==> config.mk <==
export PLATFORM = sky130hd
export DESIGN_NAME = fe_8b10b_tx
export DESIGN_NICKNAME = d
export VERILOG_FILES = /design/src/rtl/fe_8b10b_pkg.sv /design/src/rtl/fe_8b10b_tx_encode.sv /design/src/rtl/fe_8b10b_tx.sv
export SDC_FILE = /design/constraint.sdc
export NUM_CORES = 1
export LEC_CHECK = 0
export ABC_AREA = 1
export CAP_MARGIN = 20
export CELL_PAD_IN_SITES_DETAIL_PLACEMENT = 1
export CELL_PAD_IN_SITES_GLOBAL_PLACEMENT = 2
export CORE_MARGIN = 3
export CORE_UTILIZATION = 34
export DETAILED_ROUTE_END_ITERATION = 7
export PLACE_DENSITY = 0.86
export SYNTH_ARGS = -nofsm -noshare
export SYNTH_HDL_FRONTEND = slang
export SYNTH_SLANG_ARGS = --single-unit
export TNS_END_PERCENT = 30
==> constraint.sdc <==
create_clock -name CLK -period 5.6 [get_ports CLK]
set_clock_uncertainty 0.2 [all_clocks]
set_input_delay 0.84 -clock CLK [delete_from_list [all_inputs] [get_ports CLK]]
set_output_delay 0.84 -clock CLK [all_outputs]
set_load 0.01 [all_outputs]
==> src/rtl/fe_8b10b_pkg.sv <==
// fe_8b10b_pkg: shared K-codes, legal-K list, disparity encoding and tx state type
package fe_8b10b_pkg;
  localparam logic RD_NEG = 1'b0;
  localparam logic [7:0] K28_0 = 8'h1C, K28_1 = 8'h3C, K28_2 = 8'h5C, K28_3 = 8'h7C;
  localparam logic [7:0] K28_4 = 8'h9C, K28_5 = 8'hBC, K28_6 = 8'hDC, K28_7 = 8'hFC;
  localparam logic [7:0] K23_7 = 8'hF7, K27_7 = 8'hFB, K29_7 = 8'hFD, K30_7 = 8'hFE;
  localparam logic [11:0][7:0] LEGAL_K = {K28_0, K28_1, K28_2, K28_3, K28_4, K28_5,
                                          K28_6, K28_7, K23_7, K27_7, K29_7, K30_7};
  typedef enum logic {OFF, RUN} tx_state_t;
  function automatic logic legal_k(input logic [7:0] d);
    legal_k = 1'b0;
    for (int i = 0; i < 12; i++) legal_k |= (d == LEGAL_K[i]);
  endfunction
endpackage

==> src/rtl/fe_8b10b_tx_encode.sv <==
// encode_8b10b: combinational IEEE 8b10b encoder, CODE[9:0] = abcdeifghj
module encode_8b10b
  import fe_8b10b_pkg::*;
(
  input  logic [7:0] DATA,
  input  logic       K,
  input  logic       RD_IN,
  output logic [9:0] CODE,
  output logic       RD_OUT,
  output logic       K_ERR
);
  localparam logic [7:0][3:0] D4 = {4'b1110, 4'b0110, 4'b1010, 4'b1101,
                                    4'b1100, 4'b0101, 4'b1001, 4'b1011};
  localparam logic [7:0][3:0] K4 = {4'b0111, 4'b1001, 4'b0101, 4'b1101,
                                    4'b1100, 4'b1010, 4'b0110, 4'b1011};
  logic [4:0] x;
  logic [2:0] y;
  logic [5:0] d6, t6;
  logic [3:0] t4;
  logic unbal6, unbal4, rd6, alt7;
  assign x = DATA[4:0];
  assign y = DATA[7:5];
  assign K_ERR = K & !legal_k(DATA);
  // 6b codes stored in their RD- form; RD+ form is the complement when unbalanced (and for D.7)
  always_comb begin
    d6 = 6'b000000;
    case (x)
      5'd0:  d6 = 6'b100111;
      5'd1:  d6 = 6'b011101;
      5'd2:  d6 = 6'b101101;
      5'd3:  d6 = 6'b110001;
      5'd4:  d6 = 6'b110101;
      5'd5:  d6 = 6'b101001;
      5'd6:  d6 = 6'b011001;
      5'd7:  d6 = 6'b111000;
      5'd8:  d6 = 6'b111001;
      5'd9:  d6 = 6'b100101;
      5'd10: d6 = 6'b010101;
      5'd11: d6 = 6'b110100;
      5'd12: d6 = 6'b001101;
      5'd13: d6 = 6'b101100;
      5'd14: d6 = 6'b011100;
      5'd15: d6 = 6'b010111;
      5'd16: d6 = 6'b011011;
      5'd17: d6 = 6'b100011;
      5'd18: d6 = 6'b010011;
      5'd19: d6 = 6'b110010;
      5'd20: d6 = 6'b001011;
      5'd21: d6 = 6'b101010;
      5'd22: d6 = 6'b011010;
      5'd23: d6 = 6'b111010;
      5'd24: d6 = 6'b110011;
      5'd25: d6 = 6'b100110;
      5'd26: d6 = 6'b010110;
      5'd27: d6 = 6'b110110;
      5'd28: d6 = 6'b001110;
      5'd29: d6 = 6'b101110;
      5'd30: d6 = 6'b011110;
      5'd31: d6 = 6'b101011;
      default: d6 = 6'b000000;
    endcase
  end
  assign t6 = (K && x == 5'd28) ? 6'b001111 : d6;
  assign unbal6 = $countones(t6) != 3;
  assign rd6 = RD_IN ^ unbal6;
  assign alt7 = y == 3'd7 && (K || (!rd6 && (x == 5'd17 || x == 5'd18 || x == 5'd20)) ||
                              (rd6 && (x == 5'd11 || x == 5'd13 || x == 5'd14)));
  assign t4 = alt7 ? 4'b0111 : K ? K4[y] : D4[y];
  assign unbal4 = $countones(t4) != 2;
  assign CODE = {(RD_IN && (unbal6 || x == 5'd7)) ? ~t6 : t6,
                 (rd6 && (K || unbal4 || y == 3'd3)) ? ~t4 : t4};
  assign RD_OUT = rd6 ^ unbal4;
endmodule

==> src/rtl/fe_8b10b_tx.sv <==
// fe_8b10b_tx: valid/ready byte stream to serial 8b10b line with automatic comma idle
module fe_8b10b_tx
  import fe_8b10b_pkg::*;
#(
  parameter int          CLKDV     = 1,
  parameter logic [7:0]  IDLE_CHAR = K28_5
) (
  input  logic        CLK,
  input  logic        RST_B,
  input  logic        EN,
  input  logic [7:0]  DATA_IN,
  input  logic        DATA_K,
  input  logic        DATA_VALID,
  output logic        DATA_READY,
  output logic        TX_OUT,
  output logic        IDLE,
  output logic        CODE_ERR,
  output logic [15:0] SYM_CNT
);
  localparam int DW = CLKDV > 1 ? $clog2(CLKDV) : 1;
  tx_state_t state;
  logic [DW-1:0] div_cnt;
  logic [3:0] bit_cnt;
  logic [9:0] sh, d_code, i_code, code;
  logic rd, d_rd, i_rd, d_kerr, idle_kerr_unused, bit_tick, load, use_idle;
  encode_8b10b u_dat (.DATA(DATA_IN), .K(DATA_K), .RD_IN(rd), .CODE(d_code), .RD_OUT(d_rd), .K_ERR(d_kerr));
  encode_8b10b u_idl (.DATA(IDLE_CHAR), .K(1'b1), .RD_IN(rd), .CODE(i_code), .RD_OUT(i_rd), .K_ERR(idle_kerr_unused));
  assign bit_tick = div_cnt == DW'(CLKDV - 1);
  assign load = EN & (state == OFF || (bit_tick && bit_cnt == 4'd9));
  assign use_idle = !DATA_VALID | d_kerr;
  assign code = use_idle ? i_code : d_code;
  // reset gating keeps the handshake quiet while RST_B is low even with EN high
  assign DATA_READY = load & RST_B;
  assign CODE_ERR = DATA_READY & DATA_VALID & d_kerr;
  always_ff @(posedge CLK or negedge RST_B) begin
    if (!RST_B) begin
      state <= OFF;
      div_cnt <= '0;
      bit_cnt <= '0;
      sh <= '0;
      rd <= RD_NEG;
      TX_OUT <= 1'b0;
      IDLE <= 1'b0;
      SYM_CNT <= '0;
    end else if (!EN) begin
      state <= OFF;
      div_cnt <= '0;
      bit_cnt <= '0;
      sh <= '0;
      rd <= RD_NEG;
      TX_OUT <= 1'b0;
      IDLE <= 1'b0;
    end else if (load) begin
      state <= RUN;
      div_cnt <= '0;
      bit_cnt <= '0;
      TX_OUT <= code[9];
      sh <= {code[8:0], 1'b0};
      rd <= use_idle ? i_rd : d_rd;
      IDLE <= !DATA_VALID;
      SYM_CNT <= SYM_CNT + {15'd0, DATA_VALID};
    end else begin
      div_cnt <= bit_tick ? '0 : div_cnt + DW'(1);
      if (bit_tick) begin
        bit_cnt <= bit_cnt + 4'd1;
        TX_OUT <= sh[9];
        sh <= {sh[8:0], 1'b0};
      end
    end
  end
endmodule
==> impl_metrics.ini, run 1 <==
[drt]
first_pass_iters = 4
drc = 0
dr_total_vias = 2622
viasPerCell = 4.856
routedWlPerCell_um = 16.22
wl_um = 8759
first_iter_violations = 59
postRouteAntennaNets = 0

[critical_path]
slowest_delay_ns = 0.17
cp_max_fo = 4
path_class = in -> reg
r2r_setup_slack_ns = 2.16
worst_ep_arrival_time_ns = 5.54
reg2reg_to = sh[2]$_DFF_PN0_
reg2regPathDepth = 18
critPathSlowestCell = ha_4
worstPathRequired_ns = 5.57
startpoint_type = primary input
crit_top_cell = buf_4
r2r-start = rd$_DFFE_PN0P_
setup.worst_path.end_class = flip-flop

[global_route]
grt_pass1_vias = 2837
grt-ovfl-total = 0
grt_pass1_wl_um = 14150
grt.total_usage_pct = 21.66
grt_antenna_before_repair = 0
grt_max_degree = 34

[clock_tree]
cts_tree = yes
insertion_delay_ns = 0.28
cts_buffers = 5
path_clk_slew_ns = 0.06
clockBufferDepth = 2
cts.sinks = 33
htreeDepth = 2
root_buffer = clkbuf_8
cts_hold_buffers = 0

[pwr]
p_per_area_mw_per_mm2 = 246.8
vdd.ir_drop.worst_mv = 0.1105
p_leak_nw = 1.928
total_power_uw = 939.1

[placed_design]
port_buffers = 32
place.detailed.hpwl_um = 5365
dp_slack_ns = -0.6958
place.gp.congestion = 0.8886

[finish]
nFillCells = 869
final_cell_mix = 94 x buf_4, 73 x nand2_1, 33 x dfrtp_1, 27 x inv_1, 27 x clkdlybuf4s50_1
multi_input_area_mm2 = 0.001585
drive_gt1_share_pct = 37.61
diodes = 0
nNetsFinal = 478
seq_area_um2 = 825.8
final_common_cell = buf_4
area_growth_pct = 57.89
fin_util_pct = 55.70

[job]
cap_violations = 0

[floorplanning]
die_area_mm2 = 0.008134
initial_core_util_pct = 35.27
rows = 30
die_h_um = 90.19
fp.dieW_um = 90.19
io_pins = 33
core-area_mm2 = 0.006832

[synthesis]
synthCells = 315
synth-edff-count = 0
synth_nets = 350
synthTopCellsByArea = dfrtp_1 34%, nand2_1 13%, ha_1 9.9%, nand3_1 6.0%, xor2_1 5.5%
yosys_warnings = 0
seq_area_frac_synth_pct = 34.27
async_reset_ff_share_pct = 100.0
synth_top_area_share_pct = 34.27
avgSynthCellArea_um2 = 7.650
synth.ff_latch_count = 33
synth_cell_types = 37
yosysTopAreaCell = dfrtp_1
synth_area_mm2 = 0.002410
synth_top_flop_cell = dfrtp_1

[sta]
relSlewSlack_pct = 70.32
min_period_ns = 5.568
post-route-period-util_pct = 99.43
tightest_slew_ns = 0.4436
rsz0062_at_grt = yes
final_max_slew_viol_count = 0
fin_ws_ns = 0.03199
hold_ws_ns = 0.2525
hold_viol_final = 0
setup_viol = 0
fmax_mhz = 179.6

[hold_path]
hp-class = reg -> reg
min_path_cells = 2
hold_start = sh[8]$_DFF_PN0_
hold_end = sh[9]$_DFF_PN0_

[outcome]
status = completed
cells in the mapped netlist (2+ instances only):
library cell   n
o22ai_1        2
xnor2_1        5
o221ai_1       2
o211ai_1       5
dfrtp_1       33
o21ai_1        3
clkbuf_1       2
nor3_1         2
xor2_1        15
nand2_1       86
o21ai_0        8
nand3_1       29
a21oi_1        4
nand2_2        4
nor2_1        28
or2_2          3
ha_1          19
nor2_4         2
inv_2          4
inv_1         34
fa_1           3
nand4_1        7
what timing repair did:
item                                    CTS  global route
buffers inserted                         41             5
endpoints found under the setup margin    5            11
pin swaps                                 7            22
gates resized for setup                  22            48
layout make-up:
cell class	count	area share, %
clock inverter	1	0.7892
multi-input combinational	238	41.66
tap	96	3.157
inverter	39	3.880
clock buffer	7	2.269
sequential	33	21.70
timing repair buffer	126	26.54
layer usage:
layer	part of all wire, %	track usage (%)	vias to the layer above	wire, um
li1	-	-	1268	-
met2	54	41.51	54	4745
met3	2.8	3.431	30	244
met1	39	22.78	1270	3384
met4	4.4	10.33	0	385
met5	0	0	-	0
cells by family after synthesis:
family                   share of synthesized area, %
AND/OR/NAND/NOR                                 31.52
XOR/XNOR                                        7.269
AO/OA/AOI/OAI                                   7.166
buffers and inverters                           7.424
adder cells (fa/ha/maj)                         12.36
flip-flops                                      34.27
metrics by stage:
| stage | TNS (ns) | instance area, um2 | std cells |
|---|---|---|---|
| finish | 0 | 3805 | 540 |
| detailed placement | -2.896 | 3179 | 486 |
| CTS | 0 | 3672 | 535 |
| floorplan | 0 | 2410 | 315 |
| global route | -0.2342 | 3805 | 540 |
| global placement | -1.917 | 3179 | 486 |
worst max-delay path, delay by kind of cell:
family	cells	cell delay [ns]
simple gates	7	0.63
buf+inv	31	3.82
compound gates	1	0.08
fa+ha+maj	1	0.17
power by group:
part | switching, mW | internal, mW
Clock | 0.0857 | 0.145
Sequential | 0.0207 | 0.260
Combinational | 0.211 | 0.217
how the worst max path moves through the flow:
stage / end / start / depth (start not counted) / slack [ns]
after floorplan: sh[2]$_DFF_PN0_ / DATA_IN[0] / 29 / 0.06
after global placement: sh[2]$_DFF_PN0_ / DATA_IN[1] / 31 / -0.48
after detailed placement: sh[2]$_DFF_PN0_ / DATA_IN[1] / 30 / -0.70
after CTS: sh[2]$_DFF_PN0_ / DATA_IN[1] / 30 / 0.008
after global routing: sh[2]$_DFF_PN0_ / DATA_IN[1] / 30 / -0.09
final: sh[5]$_DFF_PN0_ / DATA_IN[0] / 40 / 0.03
registers in the layout, summed over array words and instances (netlist names):
register,cells
SYM_CNT,16
sh,9
bit_cnt,4
IDLE,1
TX_OUT,1
rd,1
state,1
(Power assumes the default switching activity.)
==> inputs of run 2 (changes only) <==
- CORE_UTILIZATION: 34 -> 40
- DONT_BUFFER_PORTS: not set -> 1
- PLACE_DENSITY: 0.86 -> 0.87
==> impl_metrics.ini, run 2 (synthesis gave the netlist of run 1 again) <==
[finish]
drive_gt1_share_pct = 13.33
final_common_cell = nand2_1
area_growth_pct = 11.37
regMostFlops = SYM_CNT
largest_reg_flops = 16
final_cell_mix = 85 x nand2_1, 34 x inv_1, 33 x dfrtp_1, 29 x nand3_1, 27 x nor2_1
diodes = 0
fin_util_pct = 47.29
nNetsFinal = 364
reg.largest.list = SYM_CNT x16, sh x9, bit_cnt x4

[clock_tree]
clockBufferDepth = 2
cts.sinks = 33
root_buffer = clkbuf_8
cts_tree = yes
path_clk_slew_ns = 0.07
htreeDepth = 2
cts_buffers = 5
insertion_delay_ns = 0.29
cts_hold_buffers = 0

[global_route]
grt_antenna_before_repair = 0
grt_pass1_wl_um = 10120
grt.total_usage_pct = 17.63
grt_pass1_vias = 2167
grt_max_degree = 35
grt-ovfl-total = 0

[drt]
viasPerCell = 5.269
drc = 0
wl_um = 6081
dr_total_vias = 2118
first_iter_violations = 86
routedWlPerCell_um = 15.13
postRouteAntennaNets = 0
first_pass_iters = 4

[sta]
tightest_slew_ns = 0.4382
final_max_slew_viol_count = 0
relSlewSlack_pct = 70.68
setup_viol = 0
post-route-period-util_pct = 95.86
hold_viol_final = 0
fmax_mhz = 186.3
hold_ws_ns = 0.04102
min_period_ns = 5.368

[critical_path]
cp.depth = 29
slowest_delay_ns = 0.49
worstSetupEndpoint = sh[2]$_DFF_PN0_
startpoint_type = primary input
reg2reg_to = sh[2]$_DFF_PN0_
worst_ep_arrival_time_ns = 5.34
cp_max_fo = 6
crit_start = DATA_IN[0]
r2r-start = rd$_DFFE_PN0P_
path_delay_family = adder cells
worst-path-buf-inv = 5
r2r_setup_slack_ns = 2.30
setup.worst_path.end_class = flip-flop
critPathSlowestCell = fa_1
crit_top_cell = nand2_1
worstPathRequired_ns = 5.57
reg2regPathDepth = 18
path_class = in -> reg

[floorplanning]
rows = 27
initial_core_util_pct = 42.46
fp.dieW_um = 83.62
die_area_mm2 = 0.006991
die_h_um = 83.62
core-area_mm2 = 0.005675
io_pins = 33

[outcome]
status = completed

[pwr]
p_per_area_mw_per_mm2 = 266.0
vdd.ir_drop.worst_mv = 0.1622
p_leak_nw = 1.403

[job]
cap_violations = 0

[placed_design]
place.gp.congestion = 0.8457
place.detailed.hpwl_um = 4707
port_buffers = 0

[hold_path]
hp-class = in -> async
## run 2: what timing repair did
action,4_1_cts,5_1_grt
resized for setup,0,7
buffers inserted,0,2
endpoints found under the setup margin,0,5
## run 2: area by class of cell
type / count / area, um2
fillers: 714 / 2992
multi-input cells: 238 / 1429
flip-flops and latches: 33 / 825.8
inverters: 39 / 147.6
clock buffers: 7 / 96.34
repair buffers: 12 / 90.09
well taps: 72 / 90.09
clock inverters: 1 / 5.005
## run 2: per-layer routing
layer / share of wire [%] / GRT usage, % / vias up / wire [um]
li1: - / - / 1040 / -
met1: 48 / 24.43 / 1040 / 2940
met2: 47 / 27.77 / 27 / 2831
met3: 3.8 / 3.949 / 11 / 234
met4: 1.2 / 4.678 / 0 / 74
met5: 0 / 0 / - / 0
## run 2: worst min-delay path by stage
stage                          startpoint                     end  slack, ns
final                               RST_B  SYM_CNT[7]$_DFFE_PN0P_       0.04
after global routing                RST_B    bit_cnt[3]$_DFF_PN0_       0.02
after CTS                           RST_B         sh[6]$_DFF_PN0_       0.03
after detailed placement  sh[4]$_DFF_PN0_         sh[5]$_DFF_PN0_       0.24
after global placement    sh[4]$_DFF_PN0_         sh[5]$_DFF_PN0_       0.23
after floorplan           sh[4]$_DFF_PN0_         sh[5]$_DFF_PN0_       0.23
## run 2: where the power goes
part / switching [mW] / internal, mW
Combinational: 0.126 / 0.100
Sequential: 0.0276 / 0.260
Clock: 0.0894 / 0.111
## run 2: through the flow
step                      TNS [ns]  setup slack (ns)  power (mW)  instance area, um2  instances
after floorplan                  0           0.06480      0.4339                2410        315
after global placement           0          0.001548      0.4891                2544        392
after detailed placement   -0.4039           -0.1817      0.4997                2544        392
after CTS                        0            0.1134      0.7019                2645        400
after global routing      -0.07336          -0.07336      0.7648                2684        402
final                            0            0.2319      0.7139                2684        402
## run 2: worst register-to-register path: cells and delay by family (launching register included)
family,cells,cell delay (ns)
buffers and inverters,3,0.30
AOI/OAI and AO/OA,3,0.33
and+or+nand+nor,9,0.96
adders and majority gates,3,0.96
DFF,1,0.42
